## src/rtl/mod_m_burst_ctrl_pkg.sv

```systemverilog
// Shared definitions for the mod-M burst controller: FSM state encodings and minimum modulus.
package mod_m_burst_ctrl_pkg;

   typedef enum logic [1:0] {
      ST_IDLE = 2'd0,
      ST_LOAD = 2'd1,
      ST_RUN  = 2'd2,
      ST_DONE = 2'd3
   } state_e;

   localparam int MOD_M_MIN = 2;

endpackage

```

## src/rtl/mod_m_burst_ctrl_prescaler.sv

```systemverilog
// Modulo-M counter datapath: counts 0..m-1 while enabled, clr forces 0.
// wrap flags the terminal count q == m-1; the caller qualifies it with en.
module mod_m_burst_ctrl_prescaler #(
   parameter int N = 4
) (
   input  logic         clk,
   input  logic         reset,
   input  logic         en,
   input  logic         clr,
   input  logic [N-1:0] m,
   output logic [N-1:0] q,
   output logic         wrap
);

   logic [N-1:0] q_q, q_d;

   assign wrap = (q_q == m - N'(1));
   assign q    = q_q;

   always_comb begin
      q_d = q_q;
      if (clr) begin
         q_d = '0;
      end else if (en) begin
         q_d = wrap ? '0 : q_q + N'(1);
      end
   end

   always_ff @(posedge clk) begin
      if (!reset) begin
         q_q <= '0;
      end else begin
         q_q <= q_d;
      end
   end

endmodule

```

## src/rtl/mod_m_burst_ctrl.sv

```systemverilog
// Burst sequencer around a modulo-M prescaler: runs a latched number of full periods per start.
// Define MOD_M_BURST_AUTORELOAD_EN to restart each burst automatically until abort or reset.
//
// state   | meaning
// IDLE    | waiting for start, counter held at 0
// LOAD    | config latched, one cycle before counting
// RUN     | counter running, periods_left decrements on each wrap
// DONE    | one-cycle done pulse
module mod_m_burst_ctrl
   import mod_m_burst_ctrl_pkg::*;
#(
   parameter int N     = 4,
   parameter int CNT_W = 8
) (
   input  logic             clk,
   input  logic             reset,
   input  logic             start,
   input  logic             abort,
   input  logic [N-1:0]     cfg_m,
   input  logic [CNT_W-1:0] cfg_bursts,
   output logic             busy,
   output logic             done,
   output logic             tick,
   output logic [N-1:0]     q,
   output logic [CNT_W-1:0] periods_left
);

   state_e           state_q, state_d;
   logic [N-1:0]     m_lat_q, m_lat_d;
   logic [CNT_W-1:0] periods_left_q, periods_left_d;
   logic             busy_q, busy_d;
   logic             done_q, done_d;
   logic             run, wrap, cnt_clr;
`ifdef MOD_M_BURST_AUTORELOAD_EN
   logic [CNT_W-1:0] bursts_lat_q, bursts_lat_d;
`endif

   assign run     = (state_q == ST_RUN);
   assign tick    = run & wrap;
   assign cnt_clr = run & abort;

   mod_m_burst_ctrl_prescaler #(.N(N)) u_prescaler (
      .clk   (clk),
      .reset (reset),
      .en    (run),
      .clr   (cnt_clr),
      .m     (m_lat_q),
      .q     (q),
      .wrap  (wrap)
   );

   always_comb begin
      state_d        = state_q;
      m_lat_d        = m_lat_q;
      periods_left_d = periods_left_q;
`ifdef MOD_M_BURST_AUTORELOAD_EN
      bursts_lat_d   = bursts_lat_q;
`endif
      case (state_q)
         ST_IDLE: begin
            if (start) begin
               state_d        = ST_LOAD;
               m_lat_d        = (cfg_m < N'(MOD_M_MIN)) ? N'(MOD_M_MIN) : cfg_m;
               periods_left_d = cfg_bursts;
`ifdef MOD_M_BURST_AUTORELOAD_EN
               bursts_lat_d   = cfg_bursts;
`endif
            end
         end
         ST_LOAD: begin
            if (abort) begin
               state_d        = ST_IDLE;
               periods_left_d = '0;
            end else if (periods_left_q == '0) begin
               state_d = ST_DONE;
            end else begin
               state_d = ST_RUN;
            end
         end
         ST_RUN: begin
            // abort wins over a coincident final wrap, so no done pulse follows
            if (abort) begin
               state_d        = ST_IDLE;
               periods_left_d = '0;
            end else if (tick && periods_left_q != '0) begin
               periods_left_d = periods_left_q - CNT_W'(1);
               if (periods_left_q == CNT_W'(1)) begin
                  state_d = ST_DONE;
               end
            end
         end
         ST_DONE: begin
`ifdef MOD_M_BURST_AUTORELOAD_EN
            state_d        = ST_LOAD;
            periods_left_d = bursts_lat_q;
`else
            state_d        = ST_IDLE;
`endif
         end
         default: state_d = ST_IDLE;
      endcase
      busy_d = (state_d == ST_LOAD) || (state_d == ST_RUN);
      done_d = (state_d == ST_DONE);
   end

   always_ff @(posedge clk) begin
      if (!reset) begin
         state_q        <= ST_IDLE;
         m_lat_q        <= N'(MOD_M_MIN);
         periods_left_q <= '0;
         busy_q         <= 1'b0;
         done_q         <= 1'b0;
`ifdef MOD_M_BURST_AUTORELOAD_EN
         bursts_lat_q   <= '0;
`endif
      end else begin
         state_q        <= state_d;
         m_lat_q        <= m_lat_d;
         periods_left_q <= periods_left_d;
         busy_q         <= busy_d;
         done_q         <= done_d;
`ifdef MOD_M_BURST_AUTORELOAD_EN
         bursts_lat_q   <= bursts_lat_d;
`endif
      end
   end

   assign busy         = busy_q;
   assign done         = done_q;
   assign periods_left = periods_left_q;

endmodule

```

## config.mk

```make
export PLATFORM = sky130hd
export DESIGN_NAME = mod_m_burst_ctrl
export DESIGN_NICKNAME = d
export VERILOG_FILES = /design/src/rtl/mod_m_burst_ctrl_pkg.sv /design/src/rtl/mod_m_burst_ctrl_prescaler.sv /design/src/rtl/mod_m_burst_ctrl.sv
export SDC_FILE = /design/constraint.sdc
export NUM_CORES = 1
export LEC_CHECK = 0
export ABC_AREA = 1
export CAP_MARGIN = 20
export CORE_AREA = 5 5 61 63
export CTS_BUF_LIST = sky130_fd_sc_hd__clkbuf_16
export CTS_CLUSTER_DIAMETER = 200
export DETAILED_ROUTE_END_ITERATION = 12
export DIE_AREA = 0 0 66 68
export MAX_ROUTING_LAYER = met4
export PLACE_DENSITY = 0.68
export SETUP_SLACK_MARGIN = 0.02
export SYNTH_ARGS = -nofsm -noshare
export SYNTH_HDL_FRONTEND = slang
export SYNTH_HIERARCHICAL = 1
export SYNTH_SLANG_ARGS = --single-unit
```

## constraint.sdc

```tcl
create_clock -name clk -period 2.43 [get_ports clk]
set_input_delay 0.486 -clock clk [delete_from_list [all_inputs] [get_ports clk]]
set_output_delay 0.486 -clock clk [all_outputs]
set_load 0.1 [all_outputs]
```

Word-level counts from Yosys, hierarchy flattened --
Cells that the tools add are included.
Storage, ports and cells: flip-flop bits (word level) 20, input bits 16, output and inout port bits 15, logic and storage cells 47
Cells by class: add/sub/neg operators 3, $lt $le $gt $ge 1, eq/ne operators 11, muxes and demuxes 14, bitwise gates (word level) 3, reduce and logical (&&, ||, !) cells 9
Operator list (count):
- 8-bit two-way mux | 4
- 8-bit case mux with 3 select lines | 1
- 2-bit two-way mux | 5
- 2-bit == test (second input constant) | 4
- 8-bit by 1-bit == test with 1-bit output (second input constant) | 1
- 8-bit logical NOT | 1
- 4-bit two-way mux | 2
- 2-bit case mux with 4 select lines | 1
- 8-bit nonzero test | 1
- 8-bit by 1-bit subtractor with 8-bit output (second input constant) | 1
- 4-bit by 1-bit adder with 4-bit output (second input constant) | 1
- 2-bit by 1-bit == test with 1-bit output (second input constant) | 2
- 4-bit == test | 1
- 4-bit by 2-bit < comparator with 1-bit output (second input constant) | 1
- 2-bit != test (second input constant) | 2
- 4-bit AND reduction | 1
- 4-bit by 1-bit subtractor with 4-bit output (second input constant) | 1
- 3-bit by 2-bit != test with 1-bit output (second input constant) | 1
- 3-bit nonzero test | 1
- 1-bit bitwise AND | 2
- 2-bit logical NOT | 1
- 2-bit AND reduction | 1
- 2-bit OR reduction | 1
- 1-bit logical AND | 1
- other kinds (3) | 3

Depth between registers and ports, before layout --
Gate-level depths: netlist of the first run.
depth in word-level cells 9, gate-level depth with buffers 19

Modules after synthesis --
The synthesis of the first run kept the hierarchy.
Modules (own cells, without submodules):
- mod_m_burst_ctrl | times used 1, cells an instance 149, area each 983.4 µm²
- mod_m_burst_ctrl_prescaler | times used 1, cells an instance 59, area each 349.1 µm²

Worst setup path before layout of the first run --
Ideal clock, no wire load.
path type reg2reg, start point reg u_prescaler.q_q[0], in the netlist u_prescaler/q[0], end point reg busy_q, in the netlist busy, setup time 0.109 ns, arrival 2.972 ns, required time 2.321 ns, setup slack -0.651 ns, stages on the path, launching flop included 17, period minus slack after synthesis 3.081 ns, path through dfxtp_1 -> inv_1 -> nand2_1 -> nand2_1 -> nor2_2 -> and3_1 -> nand2_1 -> inv_1 -> nand3_1 -> nand2_1 -> nand2_1 -> nand2_1 -> nand2_1 -> nand2_1 -> ha_1 -> nand2_1 -> inv_1
On the way: word-level cells in the longest chain between the ends 8, elaborated cells between the ends (all ways) 9, those cells by class eq/ne: 3; mux: 3; bitwise: 1; reduce/logical: 2
Ends and longest elaborated chain:
- start: declaration | RTL line mod_m_burst_ctrl_prescaler.sv:15 | logic [N-1:0] q_q, q_d;
- start signal: assignment | RTL line mod_m_burst_ctrl_prescaler.sv:33 | q_q <= q_d;
- 4-bit == test (*) | RTL line mod_m_burst_ctrl_prescaler.sv:17 | assign wrap = (q_q == m - N'(1));
- via wrap | RTL line mod_m_burst_ctrl.sv:33 | logic run, wrap, cnt_clr;
- 1-bit bitwise AND (*) | RTL line mod_m_burst_ctrl.sv:39 | assign tick = run & wrap;
- via tick | RTL line mod_m_burst_ctrl.sv:23 | output logic tick,
- 1-bit logical AND (*) | RTL line mod_m_burst_ctrl.sv:85 | end else if (tick && periods_left_q != '0) begin
- 2-bit two-way mux (*) | RTL line mod_m_burst_ctrl.sv:85
- 2-bit two-way mux (*) | RTL line mod_m_burst_ctrl.sv:82 | if (abort) begin
- 2-bit case mux with 4 select lines (*) | RTL line mod_m_burst_ctrl.sv:59 | case (state_q)
- via state_d[1] | RTL line mod_m_burst_ctrl.sv:28 | state_e state_q, state_d;
- 2-bit by 1-bit == test with 1-bit output / 2-bit == test (equally long branches) | RTL line mod_m_burst_ctrl.sv:102 | busy_d = (state_d == ST_LOAD) || (state_d == ST_RUN);
- 1-bit logical OR (*) | RTL line mod_m_burst_ctrl.sv:102
- via busy_d | RTL line mod_m_burst_ctrl.sv:31 | logic busy_q, busy_d;
- end signal: assignment | RTL line mod_m_burst_ctrl.sv:120 | busy_q <= busy_d;
- end: declaration | RTL line mod_m_burst_ctrl.sv:31
The timed path passes the listed nets; every way through them passes the cells marked *. A chain may end at the register's enable or synchronous reset.

Final worst setup path of the first run --
start point reg m_lat_q[0], end point out tick
On the way: word-level cells in the longest chain between the ends 3
Ends and longest elaborated chain:
- start: declaration | RTL line mod_m_burst_ctrl.sv:29 | logic [N-1:0] m_lat_q, m_lat_d;
- start signal: assignment | RTL line mod_m_burst_ctrl.sv:109 | m_lat_q <= N'(MOD_M_MIN);
- start signal: assignment | RTL line mod_m_burst_ctrl.sv:118 | m_lat_q <= m_lat_d;
- 4-bit by 1-bit subtractor with 4-bit output | RTL line mod_m_burst_ctrl_prescaler.sv:17
- 4-bit == test | RTL line mod_m_burst_ctrl_prescaler.sv:17
- via wrap | RTL line mod_m_burst_ctrl.sv:33
- 1-bit bitwise AND | RTL line mod_m_burst_ctrl.sv:39
- end: declaration | RTL line mod_m_burst_ctrl.sv:23
The timed path passes the listed nets, and every way through them passes these cells.

==> results of run 1 <==
## kinds of logic (layout without fill, tap and decap cells)
family	after synthesis	count (layout)	share of synthesized area [%]
multiplexers	1	1	0.751
AND/OR/NAND/NOR	108	108	34.9
XOR/XNOR	5	5	3.29
flip-flops	20	20	30.0
buffers and inverters	38	72	10.9
AO/OA/AOI/OAI	27	27	11.6
adder cells (fa/ha/maj)	9	9	8.45
## sequential cells by signal (all words and copies together) (netlist names)
name and count:
periods_left 8, m_lat_q 4, u_prescaler/q 4, state_q 2, busy 1, done 1
## worst reg2reg max path: stages (launching register included)
cell,delay [ps]
dfxtp_2,350
inv_2,60
ha_4,260
inv_1,30
nand2_1,50
nand2_1,60
nor2_2,100
and3_1,190
nand2_2,90
clkinvlp_4,130
nand3_2,80
nand2_1,70
nand2_1,60
a21boi_2,140
ha_1,240
nand2_1,70
inv_1,30
## area by class of cell
class                      count  area [um^2]
timing repair buffer          31          283
inverter                      37          145
fill                         340         1390
sequential                    20          419
tap                           46         57.6
multi-input combinational    150          810
clock inverter                 1         3.75
clock buffer                   3         75.1
## cell usage after synthesis
cell | count | area (um^2)
o21ai_0 | 10 | 50.1
nand3_1 | 6 | 30.0
and2_1 | 1 | 6.26
nand4_1 | 2 | 12.5
inv_2 | 3 | 11.3
a21boi_2 | 1 | 11.3
o21ai_2 | 1 | 8.76
or2_2 | 1 | 6.26
o31ai_1 | 1 | 7.51
inv_1 | 33 | 124
clkbuf_1 | 1 | 3.75
and3_1 | 1 | 6.26
xnor2_1 | 1 | 8.76
nand4_2 | 1 | 12.5
nand2_2 | 3 | 18.8
xor2_1 | 4 | 35.0
nor3_2 | 1 | 10.0
nor2_1 | 26 | 97.6
mux2i_1 | 1 | 10.0
inv_4 | 1 | 6.26
nand2_4 | 1 | 11.3
a32oi_1 | 1 | 8.76
o311ai_0 | 1 | 8.76
dfxtp_1 | 20 | 400
a21oi_1 | 9 | 45.0
ha_1 | 9 | 113
nor2_2 | 4 | 25.0
nand2_1 | 61 | 229
o21ai_1 | 3 | 15.0
## power by group through the flow
| stage | clock network, mW | logic, mW | registers [mW] |
|---|---|---|---|
| after global routing | 0.360 | 0.506 | 0.392 |
| final | 0.338 | 0.462 | 0.386 |
| after detailed placement | 0 | 0.461 | 0.393 |
| after CTS | 0.349 | 0.465 | 0.387 |
| after global placement | 0 | 0.460 | 0.394 |
| after floorplan | 0 | 0.208 | 0.540 |
## worst paths after layout
path                                                 to  slack, ps
worst max-delay path                               tick        190
worst min-delay path            m_lat_q[0]$_SDFFE_PN0P_        490
worst max register to register          busy$_SDFF_PN0_        320
worst min register to register  m_lat_q[0]$_SDFFE_PN0P_        490
## placed cells by master (no fill, tap or decap)
cell type        synthesis  final
nand2_1                 61     59
inv_1                   33     31
nor2_1                  26     26
clkdlybuf4s50_1          0     15
buf_4                    0     15
dfxtp_1                 20     13
o21ai_0                 10     10
a21oi_1                  9      9
ha_1                     9      8
nand2_2                  3      5
inv_2                    3      5
nand3_1                  6      5
nor2_2                   4      4
xor2_1                   4      4
dfxtp_4                  0      4
o21ai_1                  3      3
clkbuf_16                0      3
dfxtp_2                  0      3
nand4_1                  2      2
clkinvlp_4               0      1
nand3_2                  0      1
a21boi_2                 1      1
and2_1                   1      1
o311ai_0                 1      1
o21ai_2                  1      1
nor3_2                   1      1
nand2_4                  1      1
inv_4                    1      1
o31ai_1                  1      1
or2_2                    1      1
a32oi_1                  1      1
buf_12                   0      1
and3_1                   1      1
nand4_2                  1      1
mux2i_1                  1      1
xnor2_1                  1      1
ha_4                     0      1
## metal layers
layer  GRT usage (%)  vias to the layer above  wire length, um  part of all wire [%]
li1                -                      710                -                     -
met1            16.9                      580             1370                    46
met2            27.0                       17             1530                    51
met3            2.46                        2               80                   2.7
met4            3.81                        0               19                  0.63
met5               -                        -                0                     0
==> impl_metrics.csv, run 1 <==
group,metric,value,unit
timing,report.final.slew_viol_count,0,
worst_setup_path,worstSetupPathDepth,10,
placement,gp_congestion,0.788,
layout,antenna_cells,0,
worst_setup_path,ff2ff_path_depth,16,
placement,portBuffers,30,
routing,via_per_inst,4.55,
synthesis,syn-num-nets,233,
timing,rsz0062_at_grt,"no",
synthesis,synth_seq_cells,20,
timing,max_freq,447,MHz
pwr,p_leak,0.930,nW
timing,fin_crit_sh,92.1,%
placement,dp_cells,284,
worst_setup_path,cpMostUsedCell,"nand2_1",
worst_setup_path,crit_buf_inv,4,
worst_hold_path,hold_path.class,"reg -> reg",
clock_tree,cts_sinks,20,
routing,drtIter0Drc,48,
layout,layout.nets,268,
floorplanning,die_area,4490,um^2
pwr,power.share.clock,28.5,%
timing,finClkSkew,4.46,ps
synthesis,synth_cells,208,
floorplanning,die_height,68,um
synthesis,ys_types,29,
placement,dp_hpwl,2370,um
worst_setup_path,crit_start,"m_lat_q[0]$_SDFFE_PN0P_",
flow_run,maxCapViolCount,0,
worst_hold_path,holdPathStages,2,
timing,tns,0,ps
timing,finalHoldViolCount,0,
pwr,seq_power_share,32.6,%
synthesis,ys_seq_area_share,30.0,%
routing,drc,0,
routing,wl,3010,um
timing,worst-slew-pin-transition,365,ps
timing,period_needed,2240,ps
grt,grt-ovfl-total,0,
timing,hold_ws,494,ps
worst_setup_path,path_cells,"inv_2 > ha_4 > inv_1 > nand2_1 > nand2_1 > nor2_2 > and3_1 > nand2_2 > clkinvlp_4 > buf_12",
layout,layout-drive-gt1-share,20.7,%
outcome,status,"complete, no violations",
grt,grt.total_usage,14.8,%
worst_setup_path,critPathCaptureType,"output pin",
timing,slew_headroom,75.4,%
pwr,ir_drop,360,uV
floorplanning,core,3180,um^2
worst_setup_path,r2r_start,"m_lat_q[0]$_SDFFE_PN0P_",
pwr,p_per_area,661,nW/um^2
floorplanning,chipWidth,66,um
routing,avgRoutedWirePerCell,10.4,um
pwr,swShare,39.9,%
layout,instances_no_fill,288,
worst_setup_path,slowest_stage,"dfxtp_2",
pwr,p_switching,0.473,mW
pwr,power,1.19,mW
clock_tree,cts-root-buf,"clkbuf_16",
grt,first_global_vias,1167,
routing,drt_pre_antenna_iters,4,
clock_tree,cts_hold_buffers,0,
pwr,p_int,0.713,mW
clock_tree,cts_resized,0,
worst_setup_path,path_max_fanout,4,
worst_setup_path,path_delay_family,"simple AND/OR/NAND/NOR gates",
grt,grt_pass1_wl,5060,um
worst_setup_path,start_kind,"flip-flop",
timing,setup_viol,0,
synthesis,syn_area,1330,um^2
clock_tree,clk_pin_slew,50,ps
placement,place_area,1710,um^2
layout,finalInstanceArea,1790,um^2
worst_hold_path,hp-start,"m_lat_q[0]$_SDFFE_PN0P_",
timing,fin_ws,192,ps
routing,routed-via-count,1309,
layout,areaGrowthSynthToFinish,34.6,%
grt,antenna_found_initial,0,
floorplanning,placement_rows,21,
layout,final_util,56.4,%
worst_setup_path,critPathKind,"reg -> out",
floorplanning,ios,31,
worst_setup_path,critPathMaxStageDelay,350,ps
routing,drtAntennaViolNets,0,
pwr,combPwrFrac,38.9,%
floorplanning,start_util,41.9,%
grt,grt_max_degree,13,
clock_tree,cts_tree,"yes",
clock_tree,htree_levels,1,
worst_setup_path,critPathArrivalTime,1750,ps
synthesis,avgSynthCellArea,6.41,um^2
worst_setup_path,worst_ep_required_time,1940,ps
synthesis,synth-warning-count,6,
placement,pre_cts_ws,359,ps
clock_tree,cts_setup_buffers,0,
clock_tree,clock_latency,250,ps
clock_tree,cts_buffers,3,
clock_tree,clk_path_buf_depth,2,
Power figures use the tool's default switching activity.
==> run 2, diff against run 1 <==
--- a/config.mk
+++ b/config.mk
@@ -15,6 +15,7 @@
 export MAX_ROUTING_LAYER = met4
 export PLACE_DENSITY = 0.68
 export SETUP_SLACK_MARGIN = 0.02
+export SLEW_MARGIN = 15
 export SYNTH_ARGS = -nofsm -noshare
 export SYNTH_HDL_FRONTEND = slang
 export SYNTH_HIERARCHICAL = 1
==> results of run 2 <==
No change in the layout: final DEF, timing and power equal those of run 1.
==> run 3, diff against run 2 <==
--- a/config.mk
+++ b/config.mk
@@ -15,7 +15,6 @@
 export MAX_ROUTING_LAYER = met4
 export PLACE_DENSITY = 0.68
 export SETUP_SLACK_MARGIN = 0.02
-export SLEW_MARGIN = 15
 export SYNTH_ARGS = -nofsm -noshare
 export SYNTH_HDL_FRONTEND = slang
 export SYNTH_HIERARCHICAL = 1
==> constraint.sdc (replaced) <==
create_clock -name clk -period 2.7 [get_ports clk]
set_input_delay 0.54 -clock clk [delete_from_list [all_inputs] [get_ports clk]]
set_output_delay 0.54 -clock clk [all_outputs]
set_load 0.1 [all_outputs]
==> run 3 against run 2 <==
  * Clock skew decreased by 0.81 ps
  * Clock power decreased by 11%
  * Hold slack improved by 7.5 ps
  * Global-route usage decreased by 0.11 points
  * Critical path depth unchanged
  * Utilization decreased by 1.5 points
==> impl_metrics.csv, run 3 (synthesis results as in run 1) <==
group,metric,value,unit
clock_tree,cts-root-buf,"clkbuf_16",
clock_tree,cts_setup_buffers,0,
grt,antenna_found_initial,0,
pwr,p_switching,0.418,mW
clock_tree,htree_levels,1,
layout,layout.nets,267,
clock_tree,clock_latency,250,ps
routing,wl,2830,um
timing,worst-slew-pin-transition,494,ps
routing,drtIter0Drc,46,
grt,grt_max_degree,15,
grt,grt.total_usage,14.7,%
clock_tree,cts_resized,0,
pwr,swShare,39.6,%
clock_tree,cts_tree,"yes",
clock_tree,clk_pin_slew,50,ps
clock_tree,cts_sinks,20,
floorplanning,core,3180,um^2
flow_run,maxCapViolCount,0,
timing,finalHoldViolCount,0,
floorplanning,chipWidth,66,um
worst_hold_path,hold_path.class,"reg -> reg",
timing,rsz0062_at_grt,"no",
clock_tree,cts_buffers,3,
placement,portBuffers,30,
grt,grt-ovfl-total,0,
timing,slew_headroom,67.0,%
clock_tree,cts_hold_buffers,0,
grt,grt_pass1_wl,4970,um
layout,final_common_cell,"nand2_1",
worst_setup_path,worst_ep_required_time,2160,ps
pwr,seq_power_share,33.1,%
layout,antenna_cells,0,
layout,final_util,54.9,%
pwr,p_per_area,606,nW/um^2
timing,tns,0,ps
pwr,p_int,0.639,mW
placement,dp_cells,283,
layout,final_cell_mix,"nand2_1, inv_1, nor2_1",
layout,largest_reg_flops,8,
pwr,ir_drop,339,uV
layout,layout-drive-gt1-share,16.7,%
placement,gp_congestion,0.836,
timing,max_freq,424,MHz
pwr,power.share.clock,28.4,%
routing,drt_pre_antenna_iters,4,
pwr,combPwrFrac,38.5,%
floorplanning,start_util,41.9,%
clock_tree,clk_path_buf_depth,2,
timing,period_needed,2360,ps
worst_setup_path,critPathKind,"reg -> out",
worst_setup_path,path_max_fanout,4,
timing,finClkSkew,3.65,ps
worst_setup_path,start_kind,"flip-flop",
timing,fin_crit_sh,87.4,%
floorplanning,ios,31,
outcome,status,"complete, no violations",
timing,setup_viol,0,
layout,instances_no_fill,286,
floorplanning,die_area,4490,um^2
routing,avgRoutedWirePerCell,9.89,um
pwr,p_leak,0.918,nW
floorplanning,placement_rows,21,
routing,drc,0,
grt,first_global_vias,1178,
placement,dp_hpwl,2240,um
routing,via_per_inst,4.51,
routing,routed-via-count,1291,
pwr,power,1.06,mW
routing,drtAntennaViolNets,0,
worst_setup_path,critPathArrivalTime,1820,ps
worst_setup_path,critPathCaptureType,"output pin",
floorplanning,die_height,68,um
timing,report.final.slew_viol_count,0,
layout,areaGrowthSynthToFinish,31.0,%
[run 3: cell types whose count changed in the layout (fill, tap and decap cells not counted), sizes merged]
cell,change
inv,-1
buf,-1
[run 3: layout make-up]
type / instances / area (um^2)
Sequential cell: 20 / 405
Tap cell: 46 / 57.6
Inverter: 37 / 145
Clock buffer: 3 / 75.1
Timing Repair Buffer: 30 / 275
Fill cell: 345 / 1430
Multi-Input combinational cell: 150 / 787
[run 3: worst max-delay path: stages (launching register included)]
cell and delay, ps:
dfxtp_1 380, inv_2 60, ha_1 300, inv_1 60
nand2_1 50, nand2_1 60, nor2_2 40, and3_1 170
nand2_1 140, clkinvlp_4 140, buf_12 180
[run 3: power groups by stage]
stage | clock, mW | combinational (mW) | sequential (mW)
finish | 0.300 | 0.407 | 0.350
global route | 0.317 | 0.447 | 0.355
CTS | 0.312 | 0.411 | 0.350
detailed placement | 0 | 0.409 | 0.356
global placement | 0 | 0.407 | 0.356
floorplan | 0 | 0.183 | 0.488
[run 3: layer usage]
layer  vias to the layer above  wire length [um]  GRT usage, %
met2                        22              1310          25.3
met1                       552              1310          16.3
met4                         0                54          6.09
met5                         -                 0             -
met3                         5               157          3.78
li1                        712                 -             -
[run 3: path summary, 6_finish.rpt]
kind              cells past startpoint                 endpoint                     from  slack (ps)
hold reg to reg                       2  m_lat_q[1]$_SDFFE_PN1P_  m_lat_q[1]$_SDFFE_PN1P_         500
setup / recovery                     10                     tick  m_lat_q[0]$_SDFFE_PN0P_         340
hold / removal                        2  m_lat_q[1]$_SDFFE_PN1P_  m_lat_q[1]$_SDFFE_PN1P_         500
setup reg to reg                     18          busy$_SDFF_PN0_  m_lat_q[0]$_SDFFE_PN0P_         430
[run 3: per-stage QoR]
step | setup slack [ps] | hold slack [ps] | instance area, um^2
floorplan | 22.6 | 465 | 1340
global placement | 496 | 487 | 1670
detailed placement | 455 | 489 | 1670
CTS | 328 | 504 | 1750
global route | 215 | 533 | 1750
finish | 339 | 502 | 1750
